File: config.mk
export PLATFORM = sky130hd
export DESIGN_NAME = fetch_queue
export DESIGN_NICKNAME = d
export VERILOG_FILES = /design/src/rtl/fetch_queue.sv
export SDC_FILE = /design/constraint.sdc
export NUM_CORES = 1
export LEC_CHECK = 0
export CAP_MARGIN = 10
export CORE_UTILIZATION = 40
export DETAILED_ROUTE_END_ITERATION = 10
export GPL_ROUTABILITY_DRIVEN = 0
export GPL_TIMING_DRIVEN = 1
export PLACE_DENSITY_LB_ADDON = 0.12
export RECOVER_POWER = 100
export SLEW_MARGIN = 25
export SYNTH_ARGS = -nofsm -noshare
export SYNTH_HDL_FRONTEND = slang
export SYNTH_SLANG_ARGS = --single-unit
File: constraint.sdc
create_clock -name clk -period 3.5 [get_ports clk]
set_input_delay 0.525 -clock clk [delete_from_list [all_inputs] [get_ports clk]]
set_output_delay 0.525 -clock clk [all_outputs]
set_load 0.03 [all_outputs]
File: src/rtl/fetch_queue.sv
`default_nettype none
// ============================================================================
// fetch_queue : circular instruction queue decoupling fetch from decode.
// Revision    : 1.0
// ============================================================================
module fetch_queue #(
  parameter int DATA_WIDTH = 32,
  parameter int DEPTH      = 4
) (
  input  logic                    clk,
  input  logic                    reset,
  input  logic                    validF,
  input  logic [DATA_WIDTH-1:0]   instrF,
  input  logic [DATA_WIDTH-1:0]   PCF,
  input  logic [DATA_WIDTH-1:0]   PCPlus4F,
  output logic                    readyF,
  input  logic                    stallD,
  input  logic                    flush,
  output logic                    validD,
  output logic [DATA_WIDTH-1:0]   instrD,
  output logic [DATA_WIDTH-1:0]   PCD,
  output logic [DATA_WIDTH-1:0]   PCPlus4D,
  output logic [$clog2(DEPTH):0]  count
);

  localparam int c_aw = $clog2(DEPTH);
  localparam int c_cw = c_aw + 1;
  localparam logic [c_cw-1:0]       c_depth = c_cw'(DEPTH);
  localparam logic [DATA_WIDTH-1:0] c_nop   = DATA_WIDTH'(32'h0000_0013);

  logic [DATA_WIDTH-1:0] r_instr  [DEPTH];
  logic [DATA_WIDTH-1:0] r_pc     [DEPTH];
  logic [DATA_WIDTH-1:0] r_pcp4   [DEPTH];
  logic [c_aw-1:0]       r_rptr;
  logic [c_aw-1:0]       r_wptr;
  logic [c_cw-1:0]       r_count;

  logic w_ready;
  logic w_valid;
  logic w_push;
  logic w_pop;

  // Full blocks a push even when a pop frees a slot in the same cycle.
  assign w_ready = (r_count < c_depth) && !flush;
  assign w_valid = (r_count != '0);
  assign w_push  = validF && w_ready;
  assign w_pop   = w_valid && !stallD && !flush;

  always_ff @(posedge clk or negedge reset) begin
    if (!reset) begin
      r_count <= '0;
      r_rptr  <= '0;
      r_wptr  <= '0;
    end else if (flush) begin
      r_count <= '0;
      r_rptr  <= '0;
      r_wptr  <= '0;
    end else begin
      if (w_push) r_wptr <= r_wptr + c_aw'(1);
      if (w_pop)  r_rptr <= r_rptr + c_aw'(1);
      case ({w_push, w_pop})
        2'b10:   r_count <= r_count + c_cw'(1);
        2'b01:   r_count <= r_count - c_cw'(1);
        default: r_count <= r_count;
      endcase
    end
  end

  // Payload storage carries no reset; occupancy alone decides validity.
  always_ff @(posedge clk) begin
    if (w_push) begin
      r_instr[r_wptr] <= instrF;
      r_pc[r_wptr]    <= PCF;
      r_pcp4[r_wptr]  <= PCPlus4F;
    end
  end

  assign readyF   = w_ready;
  assign validD   = w_valid;
  assign count    = r_count;
  assign instrD   = w_valid ? r_instr[r_rptr] : c_nop;
  assign PCD      = w_valid ? r_pc[r_rptr]    : '0;
  assign PCPlus4D = w_valid ? r_pcp4[r_rptr]  : '0;

endmodule
`default_nettype wire

==> metrics, run 1 <==
ANT nets after route=0; Synth Cell Area=15,000 µm²; CTS tree=built; final net count=1,006; Mapped Cells=665; Leak=6.10 nW; Final HPWL DP=19,300 µm; outcome=finished, final reports clean; root buf cell=clkbuf_16; CP startpoint kind=flip-flop; endpoints failing hold=0; RSZ-0062 raised after global routing=false; worst-path fanout max=11; RR Endpoint=r_pc[1][20]; CP Buf/Inv Count=2; Via Count=7,262; number of iterations in the first detailed-routing pass=5; Port Buffer Count=201; total gr overflow=0; number of core rows=70; CTS H-Tree Depth=2; Post-Route Skew=10.7 ps; Worst Path Arrival=2860 ps; worst skew pair latency=530 ps; Tmin final=3380 ps; worst-path cell chain=buf_4, mux4_2, and2_1, dlygate4sd3_1; post-synth top area share=77.0%; Area after DPL=17,700 µm²; PD cells=574 nW/µm²; core footprint=36,700 µm²; synth unique cells=31; f_max=0.296 GHz; share of cells above drive strength 1=19.5%; kind of critical path=reg -> out; vias in the first global route=7,964; Tot GR Track Use=17.0%; Final WS setup=120 ps; Chip Width=195 µm; max_cap viols=0; fill count=2,899; Reg-to-Reg Start=count[2]; Reg2Reg Depth=4; R2R Setup Slk=540 ps; Final Power=10.9 mW; CTS resizes=0; post-synthesis sequential area ratio=78.2%; clock buffer depth=3; Top Family by Delay on Critical Path=buffers and inverters; YS warnings=0; TritonCTS buffer count=43; max-slew violations=0; Peak supply drop=0.289 mV; hold crit path type=in -> async; synthesized net count=771; Final Cycle Share=96.6%; Initial Util=40.8%; post-place setup slack=566 ps; Starting DRT DRC Count=373; sw power=2.51 mW; Reg power frac=49.2%; Seq cells post-synth=391; pin count of the biggest net entering global routing=42; area delta synth->final=26.8%; Die Y=195 µm; clock share of power=38.5%; TNS Setup=0 ps; average wire per standard cell=22.8 µm; syn_area_per_cell=22.5 µm²; Multi-input gate area=3060 µm²; largest area contributor in the netlist=edfxtp_1; CP required=2970 ps; top cells by area, synth=edfxtp_1 77%, mux4_2 14%, and2_1 4.1%; Slew HR=39.6%; I/O pin cnt=202; Switching Share=23.0%; Routed WL=31,900 µm; combinational fraction of design power=12.2%; first-pass GRT wire length=48,300 µm; critical path's slowest cell=dlygate4sd3_1; Clock transition at path regs=60 ps; via/cell ratio=5.18; # DRC=0; crit end category=primary output; Slew @ Worst Pin=907 ps; antenna violations before repair=7; Setup violations, final=0; clock sinks=391; register area=11,700 µm²; die area=38,200 µm²; critical path's largest stage delay=690 ps; internal power=8.39 mW; final hold slack=342 ps; post-route cell area=19,000 µm²
## stage by stage
step	util (%)	instances
2_1_floorplan	-	665
3_3_place_gp	48.4	1321
3_5_place_dp	48.4	1321
4_1_cts	52.0	1398
5_1_grt	51.7	1401
6_report	51.7	1403
## power by group through the flow
stage / Combinational, mW / Sequential, mW / Clock (mW)
after floorplan: 0.785 / 5.45 / 0
after global placement: 1.40 / 5.46 / 0
after detailed placement: 1.42 / 5.47 / 0
after CTS: 1.44 / 5.37 / 4.31
after global routing: 1.43 / 5.38 / 4.50
final: 1.34 / 5.37 / 4.20
## synthesized netlist by cell type
| cell | count |
|---|---|
| edfxtp_1 | 384 |
| and2_1 | 97 |
| mux4_2 | 96 |
| clkbuf_1 | 19 |
| buf_2 | 11 |
| dfrtp_1 | 7 |
| inv_1 | 6 |
| ha_1 | 4 |
| o21ai_0 | 4 |
| a21oi_1 | 3 |
| or2_1 | 3 |
| buf_4 | 2 |
| buf_6 | 2 |
| buf_8 | 2 |
| nand2_1 | 2 |
| nor2_1 | 2 |
| nor3b_1 | 2 |
| nor4_1 | 2 |
| o31ai_1 | 2 |
| or3_1 | 2 |
| or4_1 | 2 |
| xnor2_1 | 2 |
| a21o_1 | 1 |
| a31oi_1 | 1 |
| fa_1 | 1 |
| nand2b_1 | 1 |
| nor2b_1 | 1 |
| nor3_1 | 1 |
| o2111ai_1 | 1 |
| o311ai_0 | 1 |
| xor2_1 | 1 |
## per-layer routing
layer,wire [µm],up-vias,track usage (%)
met5,17,-,0
met4,525,2,4.43
met3,1730,44,4.06
met2,16500,212,29.4
met1,13100,3797,21.4
li1,-,3207,-
## layout make-up
| class | count | area share [%] |
|---|---|---|
| inverter | 6 | 0.119 |
| antenna | 4 | 0.0527 |
| timing repair buffer | 226 | 12.0 |
| tap | 468 | 3.08 |
| multi-input combinational | 232 | 16.1 |
| clock buffer | 53 | 6.09 |
| sequential | 391 | 61.7 |
| clock inverter | 23 | 0.883 |
## cell families after synthesis
family / count (synthesis) / share of synthesized area, %
multiplexers: 96 / 14.4
XOR/XNOR: 3 / 0.175
AO/OA/AOI/OAI: 13 / 0.543
flip-flops: 391 / 78.2
AND/OR/NAND/NOR: 115 / 4.76
adder cells (fa/ha/maj): 5 / 0.468
buffers and inverters: 42 / 1.45
## placed cells by master (no fill, tap or decap), types with 5 or more instances in the layout
| master | n |
|---|---|
| buf_12 | 6 |
| and2_1 | 61 |
| clkbuf_4 | 5 |
| mux4_2 | 96 |
| dfrtp_1 | 5 |
| clkbuf_1 | 12 |
| clkinv_1 | 10 |
| edfxtp_1 | 384 |
| and2_0 | 32 |
| clkdlybuf4s50_1 | 56 |
| clkinv_2 | 6 |
| clkbuf_16 | 45 |
| dlygate4sd3_1 | 145 |
| inv_1 | 5 |
## worst max path at each step
stage	startpoint	to	slack, ps	cells after the start
after global routing	count[0]	instrD[11]	20	5
after floorplan	count[2]	r_instr[0][0]	830	3
final	r_rptr[0]	instrD[23]	120	4
after detailed placement	r_rptr[0]	instrD[11]	570	4
after CTS	r_rptr[1]	PCPlus4D[31]	30	4
after global placement	r_rptr[0]	instrD[11]	560	4
## sequential cells by signal, indices dropped and copies added, names as in the netlist
register  cells
r_pcp4      128
count         3
r_wptr        2
r_pc        128
r_instr     128
r_rptr        2
## worst register-to-register path, cell delays in order (launching register included)
cell and delay (ps):
dfrtp_1 450, nor3b_1 200, clkbuf_1 400, and2_2 770
clkbuf_4 730
## what timing repair did
item                       in CTS  in global routing
hold buffers                    0                  0
setup endpoints to repair       5                  1
setup buffers                   1                  1
Power figures use the tool's default switching activity.
==> run 2, diff against run 1 <==
--- a/config.mk
+++ b/config.mk
@@ -12,7 +12,6 @@
 export GPL_TIMING_DRIVEN = 1
 export PLACE_DENSITY_LB_ADDON = 0.12
 export RECOVER_POWER = 100
-export SLEW_MARGIN = 25
 export SYNTH_ARGS = -nofsm -noshare
 export SYNTH_HDL_FRONTEND = slang
 export SYNTH_SLANG_ARGS = --single-unit
==> constraint.sdc (replaced) <==
create_clock -name clk -period 2.99 [get_ports clk]
set_input_delay 0.4485 -clock clk [delete_from_list [all_inputs] [get_ports clk]]
set_output_delay 0.4485 -clock clk [all_outputs]
set_load 0.03 [all_outputs]
==> run 2 against run 1 <==
Die area did not move. Global-route usage rose by 0.18 points. Register-to-register slack worse by 270 ps. Flip-flop and latch count unchanged. Clock power increased by 14%. Worst setup slack got worse by 49 ps. Critical path depth stayed put. Hold slack worse by 89 ps. Largest cell class unchanged. Via count shrank 0.32%. Cell area decreased by 0.61%. Critical endpoint is now PCD[20].
==> metrics, run 2 (same netlist as run 1, synthesis figures left out) <==
max_cap viols=0; Post-Route Skew=14.6 ps; outcome=finished, final reports clean; Routed WL=31,800 µm; average wire per standard cell=22.6 µm; I/O pin cnt=202; Port Buffer Count=201; antenna violations before repair=8; Reg-to-Reg Start=count[2]; clock buffer depth=3; TNS Setup=0 ps; vias in the first global route=8,024; CP startpoint kind=flip-flop; Leak=6.36 nW; Die Y=195 µm; # DRC=0; CTS tree=built; Initial Util=40.8%; total gr overflow=0; first-pass GRT wire length=48,100 µm; # hold bufs at CTS=0; Via Count=7,239; area delta synth->final=26.0%; register area=11,700 µm²; crit end category=primary output; f_max=0.343 GHz; Starting DRT DRC Count=349; number of core rows=70; Peak supply drop=0.439 mV; clock sinks=391; CTS H-Tree Depth=2; Clock transition at path regs=60 ps; post-place setup slack=289 ps; Slew @ Worst Pin=1210 ps; worst skew pair latency=550 ps; total placed cells including tap cells=1,319; Chip Width=195 µm; Setup violations, final=0; RSZ-0062 raised after global routing=true; Final Cycle Share=97.6%; hold crit path type=in -> async; die area=38,200 µm²; Top Registers=r_instr x128, r_pc x128, r_pcp4 x128; ANT nets after route=0; CP startpoint=r_rptr[0]; commonest non-fill, non-tap cell in the layout=edfxtp_1; final core occ=51.4%; CP required=2540 ps; Multi-input gate area=3050 µm²; Slew HR=19.1%; Tmin final=2920 ps; post-route cell area=18,900 µm²; Final WS setup=70.9 ps; share of cells above drive strength 1=20.9%; non-filler instance count after layout=1,404; Tot GR Track Use=17.1%; root buf cell=clkbuf_16; PD cells=667 nW/µm²; via/cell ratio=5.16; fill count=2,935; max-slew violations=0; highest-count cells in the layout ignoring fill and taps=384 x edfxtp_1, 102 x dlygate4sd3_1, 96 x mux4_2, 78 x dlygate4sd2_1, 58 x and2_1; kind of critical path=reg -> out; endpoints failing hold=0; Area after DPL=17,700 µm²; Final HPWL DP=18,000 µm; pin count of the biggest net entering global routing=74; TritonCTS buffer count=42; core footprint=36,700 µm²; number of iterations in the first detailed-routing pass=4; final net count=1,007; worst-path fanout max=12; Worst Path Arrival=2470 ps
-- run 2: changes by cell type in the layout (fill, tap and decap cells not counted), moves of 6 or more --
| cell | previous run | this run |
|---|---|---|
| dlygate4sd2_1 | 0 | 78 |
| clkdlybuf4s50_1 | 56 | 3 |
| dlygate4sd3_1 | 145 | 102 |
| clkbuf_2 | 4 | 14 |
| and2_0 | 32 | 39 |
| buf_4 | 4 | 10 |
-- run 2: layout make-up --
| cell class | count | share of cell area [%] |
|---|---|---|
| flip-flops and latches | 391 | 62.1 |
| well taps | 468 | 3.10 |
| diodes | 3 | 0.0398 |
| clock buffers | 50 | 6.07 |
| repair buffers | 228 | 11.7 |
| clock inverters | 26 | 0.736 |
| inverters | 6 | 0.119 |
| multi-input cells | 232 | 16.2 |
-- run 2: final timing paths --
kind	endpoint	slack, ps	depth (start not counted)
max	PCD[20]	70	4
min	r_wptr[1]	250	1
max reg2reg	r_pcp4[0][2]	270	4
min reg2reg	r_wptr[0]	620	2
max in group asynchronous	r_rptr[1]	2430	1
min in group clk	r_pc[2][27]	610	1
-- run 2: worst max-delay path, stage by stage, from the launching register on --
cell           delay [ps]
dfrtp_4               530
bufbuf_16             350
mux4_2                500
and2_1                170
dlygate4sd2_1         360
-- run 2: routing by layer --
layer	global-route usage [%]	routed length (µm)	share of wire (%)
met5	0	61	0.19
met4	5.63	629	2.0
met3	4.47	1750	5.5
met2	29.7	16200	51
met1	20.9	13100	41
-- run 2: repair_timing --
item	in CTS	in global routing
cloned	3	0
gates resized for setup	96	19
pin swaps	0	0
endpoints found under the setup margin	90	27
setup buffers	3	0
-- run 2: stage by stage --
stage | total power [mW] | hold WS [ps]
after floorplan | 7.30 | 153
after global placement | 8.01 | 596
after detailed placement | 8.04 | 609
after CTS | 12.8 | 159
after global routing | 13.1 | 252
final | 12.6 | 254
-- run 2: power breakdown --
| part | switching, mW | internal (mW) |
|---|---|---|
| Clock | 1.99 | 2.80 |
| Combinational | 0.888 | 0.625 |
| Sequential | 0.0513 | 6.23 |
==> run 3, diff against run 2 <==
==> constraint.sdc (replaced) <==
create_clock -name clk -period 2.99 [get_ports clk]
set_input_delay 0.598 -clock clk [delete_from_list [all_inputs] [get_ports clk]]
set_output_delay 0.598 -clock clk [all_outputs]
set_load 0.03 [all_outputs]
==> run 3 against run 2 <==
Utilization decreased by 0.14 points. First-iteration DRC count decreased by 12%. Cell area decreased by 0.28%. Count of clock-buffer cells in the layout increased by 5. Critical path depth unchanged. Sequential power about the same. Flip-flop and latch count unchanged. Wire length increased by 0.16%. Power increased by 0.72%. Register-to-register slack improved by 150 ps. Worst setup slack got worse by 17 ps. Combinational power about the same. Critical endpoint is now instrD[14]. Largest cell class unchanged.
==> metrics, run 3 (same netlist as run 1, synthesis figures left out) <==
outcome=finished, final reports clean; CTS H-Tree Depth=2; CP startpoint=r_rptr[0]; PD cells=673 nW/µm²; fill count=2,982; Tmin final=2940 ps; number of iterations in the first detailed-routing pass=4; CTS tree=built; max-slew violations=0; via/cell ratio=5.12; worst-path fanout max=20; Reg2Reg Depth=4; worst-path cell chain=buf_12, mux4_2, and2_1, dlygate4sd2_1; clock buffer depth=3; Peak supply drop=0.391 mV; Tot GR Track Use=17.0%; Slew HR=37.0%; clock sinks=391; endpoints failing hold=0; number of core rows=70; R2R Setup Slk=420 ps; kind of critical path=reg -> out; Port Buffer Count=201; Reg-to-Reg Start=count[2]; Setup violations, final=0; average wire per standard cell=22.5 µm; pin count of the biggest net entering global routing=74; CP startpoint kind=flip-flop; RSZ-0062 raised after global routing=true; share of cells above drive strength 1=25.6%; # DRC=0; max_cap viols=0; CP Buf/Inv Count=2; Post-Route Skew=10.3 ps; RR Endpoint=r_instr[2][21]; number of cells on the critical path=4; root buf cell=clkbuf_16; f_max=0.341 GHz; hold crit path type=in -> async; I/O pin cnt=202; final hold slack=432 ps; TritonCTS buffer count=42; Clock transition at path regs=60 ps; antenna violations before repair=7; critical path endpoint=instrD[14]; final net count=1,015; Slew @ Worst Pin=944 ps; Final HPWL DP=18,600 µm; commonest non-fill, non-tap cell in the layout=edfxtp_1; critical path's slowest cell=mux4_2; CP required=2390 ps; highest-count cells in the layout ignoring fill and taps=384 x edfxtp_1, 102 x dlygate4sd3_1, 96 x mux4_2, 67 x and2_1, 46 x clkbuf_16; Top Family by Delay on Critical Path=buffers and inverters; TNS Setup=0 ps; Routed WL=31,800 µm; worst skew pair latency=530 ps; Worst Path Arrival=2340 ps; Starting DRT DRC Count=306; Top Registers=r_instr x128, r_pc x128, r_pcp4 x128; vias in the first global route=8,104; Multi-input gate area=3050 µm²; Leak=6.23 nW; die area=38,200 µm²; Die Y=195 µm; critical path's largest stage delay=530 ps; area delta synth->final=25.7%; crit end category=primary output; Initial Util=40.8%; Final Cycle Share=98.2%; Via Count=7,232; Chip Width=195 µm; total gr overflow=0; ANT nets after route=0; register area=11,700 µm²; first-pass GRT wire length=48,600 µm; core footprint=36,700 µm²
==> run 3: cell types whose count changed in the layout (fill, tap and decap cells not counted), sizes merged <==
| cell | delta |
|---|---|
| dlygate4sd2 | -56 |
| clkbuf | +40 |
| clkdlybuf4s15 | +17 |
| buf | +14 |
| clkinv | -6 |
| bufbuf | -2 |
| bufinv | +1 |
==> run 3: routing by layer <==
layer  part of all wire [%]  wire length [µm]  vias up  global-route usage (%)
li1                       -                 -     3216                       -
met1                     42             13400     3783                    21.3
met2                     51             16200      174                    29.6
met3                    4.8              1540       51                    3.97
met4                    1.7               551        8                    4.61
met5                   0.15                49        -                       0
==> run 3: timing repair <==
item,4_1_cts,5_1_grt
setup endpoints to repair,90,69
buffers inserted,5,2
endpoints found under the hold margin,0,0
hold buffers,0,0
pin swaps,0,0
gates cloned,1,2
resized for setup,148,109
==> run 3: through the flow <==
| step | worst slack [ps] | power, mW | instances | instance area, µm² | util, % |
|---|---|---|---|---|---|
| final | 53.9 | 12.7 | 1412 | 18800 | 51.3 |
| after global routing | -52.2 | 13.1 | 1410 | 18800 | 51.3 |
| after CTS | -45.5 | 12.9 | 1405 | 19100 | 52.1 |
| after detailed placement | 204 | 8.07 | 1323 | 17800 | 48.5 |
| after global placement | 205 | 8.04 | 1323 | 17800 | 48.5 |
| after floorplan | 297 | 7.30 | 665 | 15000 | - |
==> run 3: worst min path at each step <==
stage	start	endpoint	slack [ps]
2_1_floorplan	reset	count[0]	300
3_3_place_gp	r_wptr[0]	r_wptr[0]	600
3_5_place_dp	r_wptr[1]	r_wptr[1]	630
4_1_cts	reset	count[2]	340
5_1_grt	reset	count[1]	420
6_report	reset	count[1]	430
==> run 3: report_power, final <==
part / internal, mW / leakage, nW / switching, mW
Sequential: 6.23 / 3.58 / 0.0500
Clock: 2.90 / 0.632 / 1.99
Combinational: 0.613 / 2.02 / 0.894
Total: 9.74 / 6.23 / 2.94
==> run 3: cell type report <==
class	count	share of cell area (%)
diodes	3	0.0399
clock buffers	55	6.18
clock inverters	21	0.745
inverters	6	0.120
multi-input cells	232	16.2
flip-flops and latches	391	62.2
well taps	468	3.11
repair buffers	236	11.3
